`config.mk`:
```
export PLATFORM = sky130hd
export DESIGN_NAME = microwave_timer_ctrl
export DESIGN_NICKNAME = d
export VERILOG_FILES = /design/src/rtl/microwave_timer_ctrl.sv
export SDC_FILE = /design/constraint.sdc
export NUM_CORES = 1
export LEC_CHECK = 0
export ABC_AREA = 1
export BUFFER_PORTS_ARGS = -buffer_cell sky130_fd_sc_hd__buf_2
export CORE_ASPECT_RATIO = 1.5
export CORE_MARGIN = 3
export CORE_UTILIZATION = 59
export CTS_BUF_LIST = sky130_fd_sc_hd__clkbuf_2 sky130_fd_sc_hd__clkbuf_4 sky130_fd_sc_hd__clkbuf_8
export CTS_CLUSTER_SIZE = 8
export DETAILED_ROUTE_END_ITERATION = 10
export GPL_TIMING_DRIVEN = 0
export PLACE_DENSITY = 0.87
export SYNTH_ARGS = -nofsm -noshare
export SYNTH_HDL_FRONTEND = slang
export SYNTH_SLANG_ARGS = --single-unit
```
`constraint.sdc`:
```
create_clock -name clk -period 4 [get_ports clk]
set_clock_uncertainty 0.1 [all_clocks]
set_input_delay 0.4 -clock clk [delete_from_list [all_inputs] [get_ports clk]]
set_output_delay 0.4 -clock clk [all_outputs]
set_load 0.01 [all_outputs]
```
`src/rtl/microwave_timer_ctrl.sv`:
```
// Microwave timer control: keypad entry register, parallel-load strobe and
// count-enable gating for the four-digit BCD countdown chain, and the
// idle / run / pause / alarm sequencer that drives the magnetron and buzzer.
module microwave_timer_ctrl #(
    parameter int BEEP_TICKS = 3
) (
    input  logic       clk,
    input  logic       rst,
    input  logic       key_valid,
    input  logic [3:0] key_code,
    input  logic       start,
    input  logic       stop_clear,
    input  logic       tick_1hz,
    input  logic       time_zero,
    output logic [3:0] in3,
    output logic [3:0] in2,
    output logic [3:0] in1,
    output logic [3:0] in0,
    output logic       load,
    output logic       enablen,
    output logic       cooking,
    output logic       alarm,
    output logic       busy
);

    typedef enum logic [1:0] {IDLE, RUN, PAUSE, ALARM} state_t;

    localparam logic [3:0] BEEP_LAST = 4'(BEEP_TICKS);

    state_t      state_q, state_d;
    logic [15:0] entry_q, entry_d;
    logic        load_q, load_d;
    logic [3:0]  beep_q, beep_d;

    logic        entry_nonzero;
    logic        key_digit;
    logic        run_tick;
    logic [3:0]  beep_inc;

    assign entry_nonzero = |entry_q;
    assign key_digit     = key_valid && (key_code <= 4'd9);
    assign beep_inc      = beep_q + 4'd1;

    // A tick counts in RUN only when Stop is not pressed and the counters are not loading.
    assign run_tick = (state_q == RUN) && tick_1hz && !stop_clear && !load_q;

    // State, entry digits, load strobe and beep counter registers.
    always_ff @(posedge clk or negedge rst) begin
        if (!rst) begin
            state_q <= IDLE;
            entry_q <= 16'h0000;
            load_q  <= 1'b0;
            beep_q  <= 4'd0;
        end else begin
            state_q <= state_d;
            entry_q <= entry_d;
            load_q  <= load_d;
            beep_q  <= beep_d;
        end
    end

    // Next-state sequencing with stop_clear > start > key_valid priority.
    always_comb begin
        state_d = state_q;
        case (state_q)
            IDLE: begin
                if (!stop_clear && start && entry_nonzero) begin
                    state_d = RUN;
                end
            end
            RUN: begin
                if (stop_clear) begin
                    state_d = PAUSE;
                end else if (run_tick && time_zero) begin
                    state_d = ALARM;
                end
            end
            PAUSE: begin
                if (stop_clear) begin
                    state_d = IDLE;
                end else if (start) begin
                    state_d = RUN;
                end
            end
            ALARM: begin
                if (stop_clear) begin
                    state_d = IDLE;
                end else if (tick_1hz && (beep_inc == BEEP_LAST)) begin
                    state_d = IDLE;
                end
            end
            default: state_d = IDLE;
        endcase
    end

    // Entry shift/clear, load strobe requests and beep counting.
    always_comb begin
        entry_d = entry_q;
        load_d  = 1'b0;
        beep_d  = beep_q;
        case (state_q)
            IDLE: begin
                if (stop_clear) begin
                    entry_d = 16'h0000;
                end else if (start) begin
                    load_d = entry_nonzero;
                end else if (key_digit) begin
                    entry_d = {entry_q[11:0], key_code};
                end
            end
            RUN: begin
                if (run_tick && time_zero) begin
                    beep_d = 4'd0;
                end
            end
            PAUSE: begin
                if (stop_clear) begin
                    entry_d = 16'h0000;
                    load_d  = 1'b1;
                end
            end
            ALARM: begin
                if (stop_clear) begin
                    entry_d = 16'h0000;
                end else if (tick_1hz) begin
                    beep_d = beep_inc;
                    if (beep_inc == BEEP_LAST) begin
                        entry_d = 16'h0000;
                    end
                end
            end
            default: begin
                entry_d = 16'h0000;
            end
        endcase
    end

    // Moore status outputs plus the combinational count enable for the chain.
    always_comb begin
        cooking = (state_q == RUN);
        alarm   = (state_q == ALARM);
        busy    = (state_q != IDLE);
        enablen = !(run_tick && !time_zero);
    end

    assign load = load_q;
    assign in3  = entry_q[15:12];
    assign in2  = entry_q[11:8];
    assign in1  = entry_q[7:4];
    assign in0  = entry_q[3:0];

endmodule

```
# Word-level counts from Yosys, hierarchy flattened
# Cells that the tools add are included.
dict set report word_totals {
  reg_bits 23
  inputBits 11
  out_inout_bits 21
}
dict set report op_classes {
  add_sub_neg 1
  order_cmp 1
  n_eq_ne 16
  mux 24
  n_reduce_logical 21
}
# op n
set op_table {}
lappend op_table {{$mux W16} 7}
lappend op_table {{$pmux W16 S3} 1}
lappend op_table {{$reduce_or A16 Y1} 1}
lappend op_table {{$mux W2} 7}
lappend op_table {{$mux W4} 3}
lappend op_table {{$ne A3 B3 Y1 const B} 4}
lappend op_table {{$logic_and A1 B1 Y1} 9}
lappend op_table {{$ne A3 B2 Y1 const B} 3}
lappend op_table {{$ne A2 B2 Y1 const B} 4}
lappend op_table {{$pmux W2 S4} 1}
lappend op_table {{$pmux W4 S2} 1}
lappend op_table {{$reduce_and A4 Y1} 2}
lappend op_table {{$reduce_and A6 Y1} 1}
lappend op_table {{$add A4 B1 Y4 const B} 1}
lappend op_table {{$eq A2 B2 Y1 const B} 2}
lappend op_table {{$eq A4 B2 Y1 const B} 1}
lappend op_table {{$le A4 B4 Y1 const B} 1}
lappend op_table {{$logic_not A1 Y1} 4}
lappend op_table {{$reduce_bool A2 Y1} 2}
lappend op_table {{$mux W1} 3}
lappend op_table {{$reduce_bool A3 Y1} 1}
lappend op_table {{$eq A2 B1 Y1 const B} 1}
lappend op_table {{$logic_not A2 Y1} 1}
lappend op_table {{$ne A2 B1 Y1 const B} 1}
lappend op_table {{$pmux W1 S2} 1}

# Logic depth before layout (Yosys ltp)
# Gate-level depths: netlist (run 1).
dict set report depth {
  ltp_word 8
  ltp_mapped 11
  mapped_depth_nobuf 10
}

# Worst setup path before layout (run 1)
# No wires, ideal clock.
dict set report synth_timing {
  path_type {register -> register}
  startpoint {reg beep_q[0]}
  endpoint {reg entry_q[11]}
  setup_ns 0.117
  arrival_ns 1.387
  required_time_ns 3.783
  setup_slack_ns 2.396
  path_stages_with_launch 12
  synth_period_minus_slack_ns 1.604
  path_cell_list {dfrtp_1 > ha_1 > inv_1 > nand2_1 > nand2_1 > nor2_1 > nand2_1 > nand2_1 > buf_4 > buf_4 > nand3b_1 > nand2_1}
}
dict set report synth_between {
  elab_chain_cells 4
}
# element line
set synth_rtl {}
lappend synth_rtl {{from (decl)} 33} ;# logic [3:0] beep_q, beep_d;
lappend synth_rtl {{from (signal assigned)} 58} ;# beep_q <= beep_d;
lappend synth_rtl {{$add A4 B1 Y4} 42} ;# assign beep_inc = beep_q + 4'd1;
lappend synth_rtl {{$eq A4 B2 Y1} 127} ;# if (beep_inc == BEEP_LAST) begin
lappend synth_rtl {{$ne A3 B2 Y1 (no line)} --}
lappend synth_rtl {{$reduce_and A6 Y1 (no line)} --}
lappend synth_rtl {{to (signal assigned)} 56} ;# entry_q <= entry_d;
lappend synth_rtl {{to (decl)} 31} ;# logic [15:0] entry_q, entry_d;
# No other way between the ends.
# A chain may end at the register's enable or synchronous reset.

# Worst setup path after layout (run 1)
dict set report layout_timing {
  startpoint {reg state_q[1]}
  endpoint {out enablen}
}
dict set report layout_between {
  elab_chain_cells 6
}
# element line
set layout_rtl {}
lappend layout_rtl {{from (decl)} 30} ;# state_t state_q, state_d;
lappend layout_rtl {{from (signal assigned)} 55} ;# state_q <= state_d;
lappend layout_rtl {{$eq A2 B1 Y1} 45} ;# assign run_tick = (state_q == RUN) && tick_1hz && !stop_clear && !load_q;
lappend layout_rtl {{$logic_and A1 B1 Y1 (3 in series)} 45}
lappend layout_rtl {{$logic_and A1 B1 Y1} 143} ;# enablen = !(run_tick && !time_zero);
lappend layout_rtl {{$logic_not A1 Y1} 143}
lappend layout_rtl {{to (decl)} 20} ;# output logic enablen,
# No other way between the ends.

==> results of run 1 <==
-- registers in the layout, summed over array words and instances, names as in the netlist --
signal,flops
beep_q,4
entry_q,16
load,1
state_q,2
-- power by group --
part | internal, W | switching (W) | total [W] | leakage (nW)
registers | 0.000307 | 0.0000793 | 0.000386 | 0.311
logic | 0.000222 | 0.000337 | 0.000559 | 0.556
clock network | 0.0000458 | 0.0000688 | 0.000115 | 0.0184
-- stage by stage --
stage	power (W)	setup slack (ps)	cells
final	0.00106	1880	232
after global routing	0.00116	1790	232
after CTS	0.00106	1870	232
after detailed placement	0.000948	2190	227
after global placement	0.000919	2270	227
after floorplan	0.000781	2400	174
-- cells in the mapped netlist --
cell type  instances  area (µm²)
nand3_1            7        35.0
o21ai_0            6        30.0
inv_1             10        37.5
clkbuf_1           1        3.75
nand3b_1          17         128
nand2_2            2        12.5
nand3b_4           1        20.0
ha_1               2        25.0
nand3b_2           1        11.3
nand4_1            3        18.8
nor2_2             4        25.0
o22ai_1            1        6.26
inv_2              2        7.51
a21oi_4            1        16.3
buf_4              2        15.0
a21oi_1            1        5.00
dfrtp_1           23         576
nand2_1           71         267
nor2_1            15        56.3
nand2_4            1        11.3
buf_6              3        33.8
-- worst paths after layout --
| kind | end | from | cells past startpoint | slack, ps |
|---|---|---|---|---|
| max reg2reg | entry_q[10] | beep_q[0] | 11 | 2150 |
| min reg2reg | entry_q[13] | entry_q[13] | 2 | 410 |
| min | beep_q[2] | tick_1hz | 3 | 250 |
| min in group asynchronous | entry_q[12] | rst | 2 | 470 |
| max in group asynchronous | entry_q[3] | rst | 2 | 2980 |
| max | enablen | state_q[1] | 6 | 1880 |
-- cell families (layout without fill, tap and decap cells) --
| group | count (synthesis) | count (layout) | synth area share, % |
|---|---|---|---|
| AND/OR/NAND/NOR | 122 | 122 | 43.6 |
| flip-flops | 23 | 23 | 43.0 |
| buffers and inverters | 18 | 54 | 7.28 |
| AO/OA/AOI/OAI | 9 | 9 | 4.30 |
| adder cells (fa/ha/maj) | 2 | 2 | 1.87 |
-- critical path: stages, from the launching register on --
cell	delay [ps]
dfrtp_1	390
buf_6	140
nor2_2	300
nand2_1	160
inv_1	100
nand3b_1	70
buf_2	140
-- routing by layer --
metal  vias to the layer above  GRT usage, %
met1                       590          28.5
li1                        623             -
met5                         -             0
met2                        46          41.9
met4                         0          9.89
met3                         5          2.54
-- layout by cell type (no fill, tap or decap), drive strengths merged --
cell,netlist,routed
nand2,74,74
o21ai,6,6
buf,5,36
o22ai,1,1
dlygate4sd3,0,1
ha,2,2
nand3,7,7
nand4,3,3
inv,12,12
nand3b,19,19
dfrtp,23,23
a21oi,2,2
nor2,19,19
clkbuf,1,5
-- layout make-up --
| type | instances | share of cell area [%] |
|---|---|---|
| multi-input combinational | 133 | 42.7 |
| tap | 22 | 1.76 |
| inverter | 12 | 2.88 |
| clock buffer | 4 | 1.92 |
| buffer | 6 | 3.36 |
| sequential | 23 | 36.8 |
| timing repair buffer | 32 | 10.6 |
==> flow_summary.ini, run 1 <==
[layout]
diodes = 0
syn_to_final_growth_pct = 16.6
post-route-util_pct = 74.3
seq_area_um2 = 576
nets = 224
layout-drive-gt1-share_pct = 24.8
fin_area_um2 = 1560
fill_cells = 170
multi_input_area_um2 = 667

[logic_synthesis]
yosysWarnings = 0
syn-cell-area_um2 = 1340
synthCells = 174
synth_nets = 187
seq_area_frac_synth_pct = 43.0
netlist-cell-type-count = 21
synth_seq_cells = 23
syn_avg_cell_area_um2 = 7.70

[flow_run]
maxCapViolations = 0

[cts]
hold_buffers = 1
clockBufferDepth = 2
clk_pin_slew_ps = 120
post_cts_buffers = 0
htreeDepth = 1
cts.sink_count = 23
clkLatencyLatePin_ps = 310
cts_resized = 0
cts_root_buf = clkbuf_4
cts_tree = done
cts_inserted_buffers = 3

[worst_setup_path]
cp_max_fo = 8
crit_type = reg2out
cp.arrival_ps = 1620
cp.required_ps = 3500
startpoint_type = flip-flop
end_kind = output port

[route]
firstDrtPassIters = 4
met2_length_um = 1540
totalWireLength_um = 2970
drt_iter0_markers = 33
top_layer = met4
viasPerCell = 5.45
drcViolationCount = 0
dr_wl_met3_um = 152
post_drt_wl_per_cell_um = 12.8
via_count = 1264
wirelength_met1_um = 1220
ant_nets = 0

[floorplanning]
ios = 32
die_h_um = 64.4
coreArea_um2 = 2100
dieWidth_um = 44.9
start_util_pct = 63.7
dieArea_um2 = 2890
rows = 20

[placed_design]
gp_congestion = 0.806
hpwl_um = 2280
port_buffers = 31
post_dp_cell_area_um2 = 1520

[sta]
tightest_slew_ps = 515
finalSetupTns_ps = 0
rsz0062_at_grt = false
report.final.slew_viol_count = 0
hold_slack_ps = 247
max_freq_mhz = 472
finalHoldViolCount = 0
period_share_pct = 53.0
setup_violations = 0
min_period_ps = 2120
max_slew_margin_pct = 65.7

[grt]
grt_max_degree = 24
grt_overflow_total = 0
grt_antenna_before_repair = 0
grt_usage_pct = 24.0
grt_pass1_wl_um = 5200
grt_pass1_vias = 1183

[power]
power_density_nw_per_um2 = 678
p_leak_nw = 0.886
ir_worst_vdd_v = 0.000349

[hold_path]
hold_class = in2reg

[status]
outcome = finished clean
No activity file was read; power rests on OpenSTA's default activity.
==> run 2: changes to the inputs <==
--- a/config.mk
+++ b/config.mk
@@ -9,12 +9,12 @@
 export BUFFER_PORTS_ARGS = -buffer_cell sky130_fd_sc_hd__buf_2
 export CORE_ASPECT_RATIO = 1.5
 export CORE_MARGIN = 3
-export CORE_UTILIZATION = 59
+export CORE_UTILIZATION = 55
 export CTS_BUF_LIST = sky130_fd_sc_hd__clkbuf_2 sky130_fd_sc_hd__clkbuf_4 sky130_fd_sc_hd__clkbuf_8
 export CTS_CLUSTER_SIZE = 8
 export DETAILED_ROUTE_END_ITERATION = 10
 export GPL_TIMING_DRIVEN = 0
-export PLACE_DENSITY = 0.87
+export PLACE_DENSITY = 0.82
 export SYNTH_ARGS = -nofsm -noshare
 export SYNTH_HDL_FRONTEND = slang
 export SYNTH_SLANG_ARGS = --single-unit
==> constraint.sdc (replaced) <==
create_clock -name clk -period 2.2 [get_ports clk]
set_clock_uncertainty 0.1 [all_clocks]
set_input_delay 0.22 -clock clk [delete_from_list [all_inputs] [get_ports clk]]
set_output_delay 0.22 -clock clk [all_outputs]
set_load 0.01 [all_outputs]
==> run 2 against run 1 <==
Net effect: count of clock-buffer cells in the layout is 1 lower; highest routed layer unchanged; critical path type unchanged; sequential cell count did not move; wire length decreased by 3.7%; final area is essentially flat; largest power group unchanged.
==> flow_summary.ini, run 2 (synthesis results as in run 1) <==
[flow_run]
maxCapViolations = 0

[cts]
clkLatencyLatePin_ps = 320
cts_tree = done
post_cts_buffers = 0
htreeDepth = 1
clk_pin_slew_ps = 130
cts.sink_count = 23
cts_inserted_buffers = 3
cts_root_buf = clkbuf_4
clockBufferDepth = 2

[floorplanning]
dieWidth_um = 46.3
start_util_pct = 58.6
rows = 21
die_h_um = 66.5
dieArea_um2 = 3080
coreArea_um2 = 2290
ios = 32

[power]
p_leak_nw = 0.885
ir_worst_vdd_v = 0.000802
power.total_w = 0.00191
power_density_nw_per_um2 = 1230

[sta]
period_share_pct = 87.8
max_freq_mhz = 518
finalHoldViolCount = 0
finalSetupTns_ps = 0
min_period_ps = 1930
tightest_slew_ps = 503
max_slew_margin_pct = 66.5
rsz0062_at_grt = false
setup_violations = 0
report.final.slew_viol_count = 0

[layout]
diodes = 0
fin_cells = 233
nets = 224
reg.largest.list = entry_q (16), beep_q (4), state_q (2)
top_register = entry_q
layout_commonest_cell = nand2_1
final_cell_mix = 71 x nand2_1, 31 x buf_2, 23 x dfrtp_1
syn_to_final_growth_pct = 16.5
post-route-util_pct = 68.3
largest_register_ffs = 16
layout-drive-gt1-share_pct = 24.8

[worst_setup_path]
startpoint_type = flip-flop
crit_chain = buf_6, nor2_2, nand2_1, inv_1, nand3b_1, buf_2
end_kind = output port
cp.arrival_ps = 1610
cpMaxStageDelayCell = dfrtp_1
crit_type = reg2out
cp.required_ps = 1880
cp_top_family = simple AND/OR/NAND/NOR gates
cp_max_fo = 8
cp_slowest_stage_delay_ps = 400
crit_buf_inv = 3

[route]
drcViolationCount = 0
drt_iter0_markers = 30
totalWireLength_um = 2860
ant_nets = 0
via_count = 1250
post_drt_wl_per_cell_um = 12.3
firstDrtPassIters = 4
viasPerCell = 5.36

[placed_design]
gp_congestion = 0.811
hpwl_um = 2210
placed_cells = 228
port_buffers = 31

[grt]
grt_antenna_before_repair = 0
grt_pass1_vias = 1183
grt_overflow_total = 0
grt_max_degree = 24
grt_usage_pct = 20.6
grt_pass1_wl_um = 4730

[hold_path]
hold_class = in2reg

[status]
outcome = finished clean
## run 2: cell types whose count changed in the layout (fill, tap and decap cells not counted)
cell	delta
clkbuf_4	-1
clkinv_2	+1
## run 2: layout make-up
type	instances	area, µm²
timing repair buffer	32	165
tap	23	28.8
fill	202	724
clock inverter	1	5.00
multi-input combinational	133	667
sequential	23	576
clock buffer	3	22.5
inverter	12	45.0
buffer	6	52.6
## run 2: path summary, 6_finish.rpt
check / cells past startpoint / to / slack [ps] / start
worst max-delay path: 6 / enablen / 270 / state_q[1]
max in group asynchronous: 2 / entry_q[3] / 1370 / rst
worst min-delay path: 3 / beep_q[2] / 80 / tick_1hz
min in group asynchronous: 2 / entry_q[8] / 280 / rst
worst min register to register: 2 / entry_q[14] / 410 / entry_q[14]
worst max register to register: 11 / entry_q[6] / 420 / beep_q[0]
## run 2: tightest hold or removal path, cell delays in order
cell,delay [ps]
buf_2,100
nand3_1,60
o21ai_0,80
## run 2: per-layer routing
metal / global-route usage [%] / up-vias / share of wire (%)
li1: - / 624 / -
met1: 24.1 / 585 / 42
met2: 36.7 / 36 / 52
met3: 2.43 / 5 / 4.4
met4: 7.47 / 0 / 1.4
met5: 0 / - / 0
## run 2: where the power goes
group	switching, W	total [W]	internal [W]
registers	0.000144	0.000702	0.000558
logic	0.000608	0.00101	0.000404
clock network	0.000132	0.000200	0.0000681
total	0.000884	0.00191	0.00103
## run 2: repair_timing
item | in CTS | in global routing
endpoints found under the hold margin | 23 | 0
hold buffers | 1 | 0
gates resized for setup | 0 | 0
## run 2: per-stage QoR
step | setup WS (ps) | hold WS (ps) | area, µm²
after floorplan | 596 | -176 | 1340
after global placement | 490 | 116 | 1520
after detailed placement | 439 | 119 | 1520
after CTS | 257 | 86.5 | 1560
after global routing | 165 | 112 | 1560
final | 269 | 81.3 | 1560
==> run 3: changes to the inputs <==
--- a/config.mk
+++ b/config.mk
@@ -7,14 +7,16 @@
 export LEC_CHECK = 0
 export ABC_AREA = 1
 export BUFFER_PORTS_ARGS = -buffer_cell sky130_fd_sc_hd__buf_2
+export CELL_PAD_IN_SITES_DETAIL_PLACEMENT = 2
+export CELL_PAD_IN_SITES_GLOBAL_PLACEMENT = 2
 export CORE_ASPECT_RATIO = 1.5
 export CORE_MARGIN = 3
-export CORE_UTILIZATION = 55
+export CORE_UTILIZATION = 31
 export CTS_BUF_LIST = sky130_fd_sc_hd__clkbuf_2 sky130_fd_sc_hd__clkbuf_4 sky130_fd_sc_hd__clkbuf_8
 export CTS_CLUSTER_SIZE = 8
 export DETAILED_ROUTE_END_ITERATION = 10
 export GPL_TIMING_DRIVEN = 0
-export PLACE_DENSITY = 0.82
+export PLACE_DENSITY_LB_ADDON = 0.1
 export SYNTH_ARGS = -nofsm -noshare
 export SYNTH_HDL_FRONTEND = slang
 export SYNTH_SLANG_ARGS = --single-unit
==> run 3 against run 2 <==
Net effect: worst hold slack better by 41 ps; critical path depth unchanged; power grew 6.8%; global-route usage shrank 3.4 points; via count up 3.0%; first-iteration DRC count rose by 17%; critical endpoint unchanged.
==> flow_summary.ini, run 3 (synthesis results as in run 1) <==
[status]
outcome = finished clean

[sta]
min_period_ps = 1920
report.final.slew_viol_count = 0
setup_violations = 0
max_freq_mhz = 522
finalHoldViolCount = 0
tightest_slew_ps = 569
hold_slack_ps = 123
setup_ws_ps = 283
finalSetupTns_ps = 0
max_slew_margin_pct = 62.1
period_share_pct = 87.1
rsz0062_at_grt = false

[placed_design]
hpwl_um = 3110
preCtsSetupSlack_ps = 396
placed_cells = 250
port_buffers = 31
gp_congestion = 0.810

[layout]
nets = 224
reg.largest.list = entry_q (16), beep_q (4), state_q (2)
layout-drive-gt1-share_pct = 24.8
fin_cells = 255
largest_register_ffs = 16
layout_commonest_cell = nand2_1
fill_cells = 508
top_register = entry_q
diodes = 0
syn_to_final_growth_pct = 20.0
final_cell_mix = 71 x nand2_1, 31 x buf_2, 23 x dfrtp_1

[floorplanning]
coreArea_um2 = 4060
dieArea_um2 = 5160
start_util_pct = 33.0
dieWidth_um = 59.7
ios = 32
die_h_um = 86.5
rows = 28

[cts]
cts_resized = 0
cts_root_buf = clkbuf_8
htreeDepth = 1
cts_inserted_buffers = 3
clkLatencyLatePin_ps = 270
clk_pin_slew_ps = 90
clockBufferDepth = 2
cts.sink_count = 23
cts_tree = done

[hold_path]
hold_class = in2reg

[worst_setup_path]
cp_max_fo = 8
startpoint_type = flip-flop
cp.arrival_ps = 1600
cp.required_ps = 1880
crit_type = reg2out
end_kind = output port

[power]
p_leak_nw = 0.893
ir_worst_vdd_v = 0.000608
power.total_w = 0.00205
power_density_nw_per_um2 = 1270

[route]
totalWireLength_um = 3930
firstDrtPassIters = 4
viasPerCell = 5.05
drcViolationCount = 0
post_drt_wl_per_cell_um = 15.4
via_count = 1288
ant_nets = 0
drt_iter0_markers = 35

[grt]
grt_overflow_total = 0
grt_usage_pct = 17.2
grt_antenna_before_repair = 0
grt_pass1_vias = 1452
grt_max_degree = 24
grt_pass1_wl_um = 6890

[flow_run]
maxCapViolations = 0
## run 3: metrics by stage
stage / area, µm² / util, %
6_report: 1610 / 39.6
5_1_grt: 1610 / 39.6
4_1_cts: 1610 / 39.6
3_5_place_dp: 1550 / 38.2
3_3_place_gp: 1550 / 38.2
2_1_floorplan: 1340 / -
## run 3: what timing repair did
item	CTS	global route
buffers inserted	0	0
hold endpoints to repair	23	0
hold buffers	1	0
## run 3: cell type report
| class | count | area (µm²) | area share (%) |
|---|---|---|---|
| multi-input combinational | 133 | 667 | 41.5 |
| sequential | 23 | 576 | 35.8 |
| timing repair buffer | 32 | 165 | 10.3 |
| tap | 45 | 56.3 | 3.50 |
| buffer | 6 | 52.6 | 3.27 |
| inverter | 12 | 45.0 | 2.80 |
| clock buffer | 3 | 41.3 | 2.57 |
| clock inverter | 1 | 5.00 | 0.311 |
## run 3: where the power goes
part	total, W	switching [W]	internal [W]
logic	0.00105	0.000649	0.000404
clock network	0.000280	0.000153	0.000127
registers	0.000713	0.000154	0.000559
## run 3: per-layer routing
metal / wire (µm) / global-route usage [%]
met2: 2230 / 33.8
met1: 1590 / 19.5
met5: 0 / 0
met3: 96 / 1.79
met4: 19 / 2.42
## run 3: final timing paths
check / startpoint / end / slack, ps / cells after the start
setup / recovery: state_q[1] / enablen / 280 / 6
hold / removal: tick_1hz / beep_q[2] / 120 / 3
setup reg to reg: beep_q[0] / entry_q[14] / 400 / 10
hold reg to reg: entry_q[13] / entry_q[13] / 410 / 2
max in group asynchronous: rst / entry_q[15] / 1250 / 2
min in group asynchronous: rst / beep_q[3] / 370 / 2
## run 3: critical path, cell delays in order, from the launching register on
cell,delay [ps]
dfrtp_1,380
buf_6,140
nor2_2,300
nand2_1,170
inv_1,110
nand3b_1,80
buf_2,150
